## config.mk

```make
export PLATFORM = sky130hd
export DESIGN_NAME = mem_arbiter
export DESIGN_NICKNAME = d
export VERILOG_FILES = /design/src/rtl/mem_arbiter.sv
export SDC_FILE = /design/constraint.sdc
export NUM_CORES = 1
export LEC_CHECK = 0
export CAP_MARGIN = 10
export CORE_MARGIN = 3
export CORE_UTILIZATION = 39
export CTS_BUF_LIST = sky130_fd_sc_hd__clkbuf_8
export DETAILED_ROUTE_END_ITERATION = 12
export PLACE_DENSITY = 0.87
export RECOVER_POWER = 25
export SLEW_MARGIN = 20
export SYNTH_ARGS = -nofsm -noshare
export SYNTH_HDL_FRONTEND = slang
export SYNTH_SLANG_ARGS = --single-unit
```

## constraint.sdc

```tcl
create_clock -name clk -period 1.7 [get_ports clk]
set_input_delay 0.17 -clock clk [delete_from_list [all_inputs] [get_ports clk]]
set_output_delay 0.17 -clock clk [all_outputs]
set_load 0.005 [all_outputs]
```

## src/rtl/mem_arbiter.sv

```systemverilog
// Two-port (fetch / data) arbiter in front of a single-outstanding memory port.
// Data wins ties unless the fetch side has waited through STARVE_LIMIT data grants.
module mem_arbiter #(
  parameter int STARVE_LIMIT = 4
) (
  input  logic        clk,
  input  logic        rst,
  input  logic        IfReq,
  input  logic [15:0] IfAddr,
  output logic [15:0] IfRData,
  output logic        IfReady,
  input  logic        DReq,
  input  logic        DWr,
  input  logic [15:0] DAddr,
  input  logic [15:0] DWData,
  output logic [15:0] DRData,
  output logic        DReady,
  output logic        MemReq,
  output logic        MemWr,
  output logic [15:0] MemAddr,
  output logic [15:0] MemWData,
  input  logic [15:0] MemRData,
  input  logic        MemAck,
  output logic        Stall
);

  typedef enum logic [2:0] {IDLE, BUSY_I, BUSY_D, DONE_I, DONE_D} state_t;

  localparam logic [2:0] LIMIT = 3'(STARVE_LIMIT);

  state_t     state, state_n;
  logic       grant_i, grant_d;
  logic [2:0] starve_cnt;
  logic       starved;

  assign starved = (starve_cnt == LIMIT);

  always_comb begin
    state_n = state;
    grant_i = 1'b0;
    grant_d = 1'b0;
    case (state)
      IDLE: begin
        if (DReq && !(IfReq && starved)) begin
          grant_d = 1'b1;
          state_n = BUSY_D;
        end else if (IfReq) begin
          grant_i = 1'b1;
          state_n = BUSY_I;
        end
      end
      BUSY_I:  if (MemAck) state_n = DONE_I;
      BUSY_D:  if (MemAck) state_n = DONE_D;
      default: state_n = IDLE;
    endcase
  end

  always_ff @(posedge clk) begin
    if (rst) begin
      state      <= IDLE;
      starve_cnt <= 3'd0;
      MemWr      <= 1'b0;
      MemAddr    <= 16'h0000;
      MemWData   <= 16'h0000;
      IfRData    <= 16'h0000;
      DRData     <= 16'h0000;
    end else begin
      state <= state_n;
      if (grant_d) begin
        MemAddr  <= DAddr;
        MemWr    <= DWr;
        MemWData <= DWData;
        // Only data grants that overtake a waiting fetch count toward starvation.
        if (IfReq && !starved) starve_cnt <= starve_cnt + 3'd1;
      end
      if (grant_i) begin
        MemAddr    <= IfAddr;
        MemWr      <= 1'b0;
        starve_cnt <= 3'd0;
      end
      if (state == BUSY_I && MemAck) IfRData <= MemRData;
      if (state == BUSY_D && MemAck && !MemWr) DRData <= MemRData;
    end
  end

  assign MemReq  = (state == BUSY_I) || (state == BUSY_D);
  assign IfReady = (state == DONE_I);
  assign DReady  = (state == DONE_D);
  assign Stall   = (IfReq && !IfReady) || (DReq && !DReady);

endmodule

```

==> impl_summary.md, run 1 <==
Place
Detailed placement ended at an HPWL of 7117 um. The congestion estimate from routability-driven global placement came to 0.8054. In this run the tool buffered the top-level ports with 138 buffer cells. OpenSTA, run right after detailed placement, puts the worst setup slack at -0.2913 ns.

The cell area after placement is 4639 um2.

Die
The floorplan step set the die height to 94.42 um. The initialized floorplan defines 31 standard-cell rows. The total die area is 8915 um2. The starting density of the core is 41.16%.

139 I/O pins were placed. The die boundary width is 94.42 um. The core region is 7408 um2.

Finish
The multi-input gate area in the final layout is 1461 um2. The register area is 1428 um2. Summing all non-filler instances in the final layout gives an area of 4888 um2. Measured on the finished design, the core utilization comes to 65.99%. The repair_antennas step left the layout with diodes totalling 0. The library cell used most frequently in the layout, excluding fill and tap cells, is sky130_fd_sc_hd__clkdlybuf4s50_1. The top cell types in the final layout, fill and taps aside, are 102 x sky130_fd_sc_hd__clkdlybuf4s50_1, 68 x sky130_fd_sc_hd__dfxtp_1, 53 x sky130_fd_sc_hd__a21oi_1.

The area growth from synthesis to final layout is 60.32%. The post-route netlist has 13.93% of its cells at a drive strength greater than 1. The final layout contains 548 nets. The layout has 611 filler cells.

Clocking
The number of clock buffers inserted by TritonCTS is 9. The count of H-tree levels built during CTS is 3. The number of clock sinks is 71. Clock latency on the worst-skew pair, taken at its later pin, is 0.33 ns. The clock tree root driver cell is sky130_fd_sc_hd__clkbuf_8.

TritonCTS built the clock tree. The longest clock path from root to sink contains 2 buffers. The clock slew at the register clock pins of the worst setup and hold paths is 0.07 ns.

Timing
The tightest slew margin relative to the limit is 68.45%. Subtracting the final worst setup slack from the clock period gives 1.636 ns. The max-slew violation count came to 0.

The minimum hold slack is 0.2248 ns. The fraction of the cycle the final worst path needs is 96.25%. Setup slack closes at 0.06378 ns. Setup repair after global routing left no endpoint under its margin. On the final layout, the worst clock skew is 0.008423 ns. The final count of negative-setup-slack endpoints is 0. The maximum achievable frequency is 611.2 MHz. The measured slew at the worst slew-check pin is 0.4727 ns. The hold violation total from the final report came to 0.

Global route
The number of global-route vias before repair came to 3167. Global routing used 21.45% of the available tracks across all layers. The first global-routing pass estimated 15290 um of wire. The maximum number of pins on one net before global-route repair is 71. The initial antenna violation count is 0.

The total overflow left after global routing is 0.

Synth
The number of distinct library cell variants in the gate-level netlist after synthesis is 36. Sorting the synthesized cells by area gives the leading types as sky130_fd_sc_hd__dfxtp_1 47%, sky130_fd_sc_hd__a21oi_1 8.7%, sky130_fd_sc_hd__a221o_1 5.3%. Summed over all instances, the cell type with the most area after synthesis is sky130_fd_sc_hd__dfxtp_1. The number of flops mapped to enable cells by yosys is 0. After synthesis, flip-flops and latches occupy 46.61% of the total area. The share of synthesized area in the top cell type comes to 46.61%.

The share of flip-flops with an asynchronous set or reset after synthesis is 0%. The post-synthesis instance area is 3049 um2. The synthesized area per cell is 9.184 um2. For this run, the number of Yosys warnings is 0. The dominant synthesized flop cell is sky130_fd_sc_hd__dfxtp_1.

After synthesis the netlist holds a flip-flop and latch count of 71. Synthesis produced 332 cells. The total nets after synthesis is 404.

Critical path
At the worst endpoint, the required time is 1.98 ns. Walking the worst path, the cells encountered are or4b_4 -> nor4b_1 -> a221o_1. The worst setup path is captured at a register. The type of the worst setup path is reg -> reg. The slowest stage of the critical path belongs to the cell sky130_fd_sc_hd__or4b_4. At the worst endpoint, the arrival time is 1.92 ns. In this design, the stage delay of the slowest critical-path cell is 0.69 ns. The type of origin of the critical path is a register. The maximum fanout along the worst path is 18.

Run
The number of maximum-capacitance violations is 0.

Min path
The worst hold path belongs to the class in -> reg.

Outcome
The flow ran to the end, and the final reports show no timing, DRC or antenna violations.

Power
The leakage power is 0.001829 uW. The maximum vdd drop is 0.5840 mV. The power density of the placed cells is 844.9 nW/um2. The design draws 4130 uW.

Drt
The DRC violation count after routing is 0. After detailed routing, the average wire length per cell comes to 16.93 um. The number of vias after detailed routing is 3190. After the first detailed-routing iteration, the DRC count stood at 143. The count of antenna-violating nets left after detailed routing is 0.

The total iterations of the first detailed-routing run is 5. The average vias per placed instance is 5.500. Summed over all layers, the routed wires come to 9821 um.
-- sequential cells by signal, summed over array words and instances, names as in the netlist --
register / flops
IfRData: 16
state: 3
starve_cnt: 3
DRData: 16
MemAddr: 16
MemWData: 16
MemWr: 1
-- through the flow --
stage	instances	setup TNS [ns]
after floorplan	332	0
after global placement	563	-4.634
after detailed placement	563	-5.202
after CTS	580	0
after global routing	580	0
final	580	0
-- worst max-delay path, delay by kind of cell (launching register included) --
family / cells / cell delay, ns
simple gates: 2 / 1.08
flops: 1 / 0.34
compound gates: 1 / 0.16
-- logic make-up after synthesis --
kind of cell / Yosys count / share of synthesized area [%]
XOR/XNOR: 1 / 0.2873
AND/OR/NAND/NOR: 107 / 22.73
buffers and inverters: 41 / 6.811
flip-flops: 71 / 46.61
adder cells (fa/ha/maj): 2 / 0.8205
AO/OA/AOI/OAI: 110 / 22.73
-- worst paths after layout --
| kind | cells past startpoint | start | slack (ns) | endpoint |
|---|---|---|---|---|
| min reg2reg | 2 | IfRData[10] | 0.46 | IfRData[10] |
| max reg2reg | 3 | state[2] | 0.06 | MemAddr[15] |
| min | 3 | rst | 0.22 | state[0] |
| max | 3 | state[2] | 0.06 | MemAddr[15] |
-- area by class of cell --
| cell class | count | area share (%) |
|---|---|---|
| inverters | 6 | 0.4607 |
| well taps | 99 | 2.534 |
| repair buffers | 168 | 33.63 |
| flip-flops and latches | 71 | 29.20 |
| multi-input cells | 220 | 29.90 |
| clock inverters | 4 | 0.8958 |
| clock buffers | 12 | 3.379 |
-- cells in the mapped netlist (all sizes together) (5+ instances only) --
library cell / count
clkbuf: 20
nor2: 5
dfxtp: 71
nor4b: 16
nand2: 36
buf: 15
o21ai: 18
a21oi: 53
nand4: 19
nand3: 17
o31ai: 17
inv: 5
a221o: 16
-- repair_timing --
item                                    CTS  global route
pin swaps                                 1             1
endpoints found under the setup margin   20            18
hold buffers                              0             0
resized for setup                         9             5
buffers inserted                          1             0
-- layer usage --
layer  vias up  share of wire [%]  wire (um)  global-route usage [%]
met3        12                9.9        976                   8.048
met5         -                  0          0                       0
met4         0                1.5        147                   7.461
met1      1519                 42       4098                   25.64
li1       1525                  -          -                       -
met2       134                 47       4599                   35.34
-- report_power, final --
group	internal [uW]	total, uW	switching [uW]
Combinational	512	898	386
Sequential	1770	1840	66.9
Clock	788	1390	603
Total	3070	4130	1060
Power figures use the tool's default switching activity.
==> inputs of run 2 (changes only) <==
--- a/config.mk
+++ b/config.mk
@@ -7,10 +7,11 @@
 export LEC_CHECK = 0
 export CAP_MARGIN = 10
 export CORE_MARGIN = 3
-export CORE_UTILIZATION = 39
+export CORE_UTILIZATION = 46
 export CTS_BUF_LIST = sky130_fd_sc_hd__clkbuf_8
+export CTS_CLUSTER_DIAMETER = 100
 export DETAILED_ROUTE_END_ITERATION = 12
-export PLACE_DENSITY = 0.87
+export PLACE_DENSITY = 0.95
 export RECOVER_POWER = 25
 export SLEW_MARGIN = 20
 export SYNTH_ARGS = -nofsm -noshare
==> constraint.sdc (replaced) <==
create_clock -name clk -period 1.92 [get_ports clk]
set_input_delay 0.192 -clock clk [delete_from_list [all_inputs] [get_ports clk]]
set_output_delay 0.192 -clock clk [all_outputs]
set_load 0.005 [all_outputs]
==> impl_summary.md, run 2 (synthesis gave the netlist of run 1 again) <==
Drt
Wires add up to 9571 um. The violation count after the first detailed-route iteration is 151. The mean routed wirelength per cell is 17.31 um. The count of nets left with antenna violations once routing finished came out at 0.

Summing over every cut layer, the via total after detailed routing is 3192. The DRC violation count after routing is 0. The total iterations of the first detailed-routing run is 4. After detailed routing, the number of vias per cell comes to 5.772.

Critical path
The type of the worst setup path is reg -> out. The maximum fanout along the worst path is 7. The critical path starts at state[0]. Data on the critical path arrives at its endpoint at 1.61 ns. STA puts the critical path data required time at 1.73 ns.

The launching point of the worst reg2reg path is state[2]. The sort of element at the end of the critical path is an output pin. The worst register-to-register path has a setup slack of 0.16 ns. STA classifies the critical path startpoint as a register.

The number of cell instances on the worst register-to-register path is 4.

Die
The number of placement rows is 29. The die boundary width is 87.42 um. The total die area is 7641 um2. In this run the standard cell core region covers 6386 um2. The starting density of the core is 47.75%.

The die is 87.42 um tall. The I/O pin count is 139.

Finish
Of the cells placed in the final design, the portion with a size suffix greater than 1 is 13.03%. The antenna diode instance count is 0. The most common cell after layout, fill and taps aside is sky130_fd_sc_hd__clkdlybuf4s50_1.

Compared with the post-synthesis result, the final layout area differs by 56.22%. The final instance area is 4763 um2. The final-stage net count is 544. Counting the fill cells in the layout gives 468. The sequential cells in the finished layout cover a total of 1426 um2. The top cell types in the final layout, fill and taps aside, are 104 x sky130_fd_sc_hd__clkdlybuf4s50_1, 69 x sky130_fd_sc_hd__dfxtp_1, 53 x sky130_fd_sc_hd__a21oi_1. The multi-input gate area in the final layout is 1438 um2.

Global route
Entering global routing, the biggest net connects 28 pins. The final global-route overflow total is 0. The total track usage is 25.18%. The number of global-route vias before repair is 3169.

The first global-routing pass estimated 15170 um of wire. The initial antenna violation count came to 0.

Clocking
The clock tree synthesis step divided the H-tree into 3 levels. The number of clock buffers added by TritonCTS is 9. The CTS tree is yes. The clock latency on the worst-skew pair is 0.34 ns.

The clock tree root driver cell is sky130_fd_sc_hd__clkbuf_8. The number of clock sinks is 71. The clock slew at the register clock pins of the worst setup and hold paths is 0.07 ns.

The clock passes through at most 2 buffers. The hold buffer count at CTS is 0.

Power
The part of the power in the clock network is 30.4%. For this design the static power due to leakage is 0.001749 uW. Registers are responsible for 47.3% of the overall power.

The power density of the placed cells is 723.9 nW/um2. The part of the power in combinational logic is 22.3%. The fraction of power spent switching nets is 27.43%. The maximum vdd drop is 0.6414 mV. The net load switching power is 945.9 uW. The internal power component is 2502 uW.

Timing
The hold violation total from the final report is 0. The tightest slew margin relative to the limit is 69.80%. After routing, the total negative slack on setup checks comes to 0 ns. For the final database, setup skew stands at 0.006258 ns. The maximum achievable frequency is 554.9 MHz. The max-slew violation count was 0. The fraction of the cycle the final worst path needs is 93.86%. Setup repair after global routing left no endpoint under its margin. The clock period could shrink to 1.802 ns. The final count of negative-setup-slack endpoints is 0. The minimum hold slack is 0.1511 ns. For the pin with the worst max-slew slack, the measured transition is 0.4526 ns.

Place
Buffers placed on the I/O ports in this run total 138. In this run the cell area measured after placement is 4562 um2. Detailed placement ended at an HPWL of 6990 um. Routability-driven placement finished with a final weighted congestion of 0.8573.

Min path
The worst hold path was traced through 2 stages. The type of the most critical hold path is in -> reg. The source of the worst hold timing path is rst.

Run
Max-cap violations in this run came to 0.

Outcome
The run finished with clean final reports.
run 2: cell types whose count changed in the layout (fill, tap and decap cells not counted), moves of 2 or more:
cell / before / now
sky130_fd_sc_hd__or3_1: 0 / 2
sky130_fd_sc_hd__clkdlybuf4s50_1: 102 / 104
sky130_fd_sc_hd__clkbuf_8: 12 / 10
sky130_fd_sc_hd__clkinvlp_4: 0 / 4
sky130_fd_sc_hd__or3_4: 2 / 0
sky130_fd_sc_hd__dlygate4sd2_1: 4 / 1
run 2: layout make-up:
type	count	area share (%)
repair buffers	164	33.75
well taps	77	2.023
multi-input cells	220	30.18
flip-flops and latches	71	29.94
clock buffers	10	2.889
clock inverters	5	0.7355
inverters	6	0.4728
run 2: worst paths after layout:
check                                      to
worst min-delay path            starve_cnt[2]
worst min register to register     IfRData[4]
worst max register to register     MemAddr[5]
worst max-delay path                   MemReq
run 2: critical path: stages, from the launching register on:
cell	delay, ns
sky130_fd_sc_hd__dfxtp_4	0.38
sky130_fd_sc_hd__buf_4	0.16
sky130_fd_sc_hd__xnor2_1	0.12
sky130_fd_sc_hd__nor2_1	0.09
sky130_fd_sc_hd__clkdlybuf4s50_1	0.53
run 2: metal layers:
| layer | global-route usage (%) | wire (um) | vias up |
|---|---|---|---|
| met5 | 0 | 0 | - |
| met4 | 6.695 | 97 | 0 |
| met3 | 10.22 | 940 | 11 |
| met2 | 43.49 | 4845 | 128 |
| met1 | 28.63 | 3688 | 1524 |
| li1 | - | - | 1529 |
run 2: repair_timing:
item / 4_1_cts / 5_1_grt
pin swaps: 1 / 0
buffers inserted: 1 / 0
setup endpoints to repair: 6 / 2
resized for setup: 5 / 1
run 2: power by group through the flow:
stage | logic, uW | registers (uW) | clock network, uW
after CTS | 785 | 1630 | 1060
final | 768 | 1630 | 1050
after global placement | 755 | 1660 | 0
after detailed placement | 774 | 1670 | 0
after global routing | 833 | 1640 | 1120
after floorplan | 339 | 1660 | 0
run 2: per-stage QoR:
step	instances	worst slack, ns	utilization (%)	total power (uW)
after floorplan	332	0.2026	-	1996
after global placement	537	-0.06380	71.43	2417
after detailed placement	537	-0.1129	71.43	2439
after CTS	553	0.08878	74.59	3483
after global routing	553	0.02879	74.59	3600
final	553	0.1179	74.59	3448
==> inputs of run 3 (changes only) <==
--- a/config.mk
+++ b/config.mk
@@ -5,6 +5,7 @@
 export SDC_FILE = /design/constraint.sdc
 export NUM_CORES = 1
 export LEC_CHECK = 0
+export ABC_AREA = 0
 export CAP_MARGIN = 10
 export CORE_MARGIN = 3
 export CORE_UTILIZATION = 46
==> results of run 3 <==
The final DEF is identical to that of run 2; final timing and power are the same.
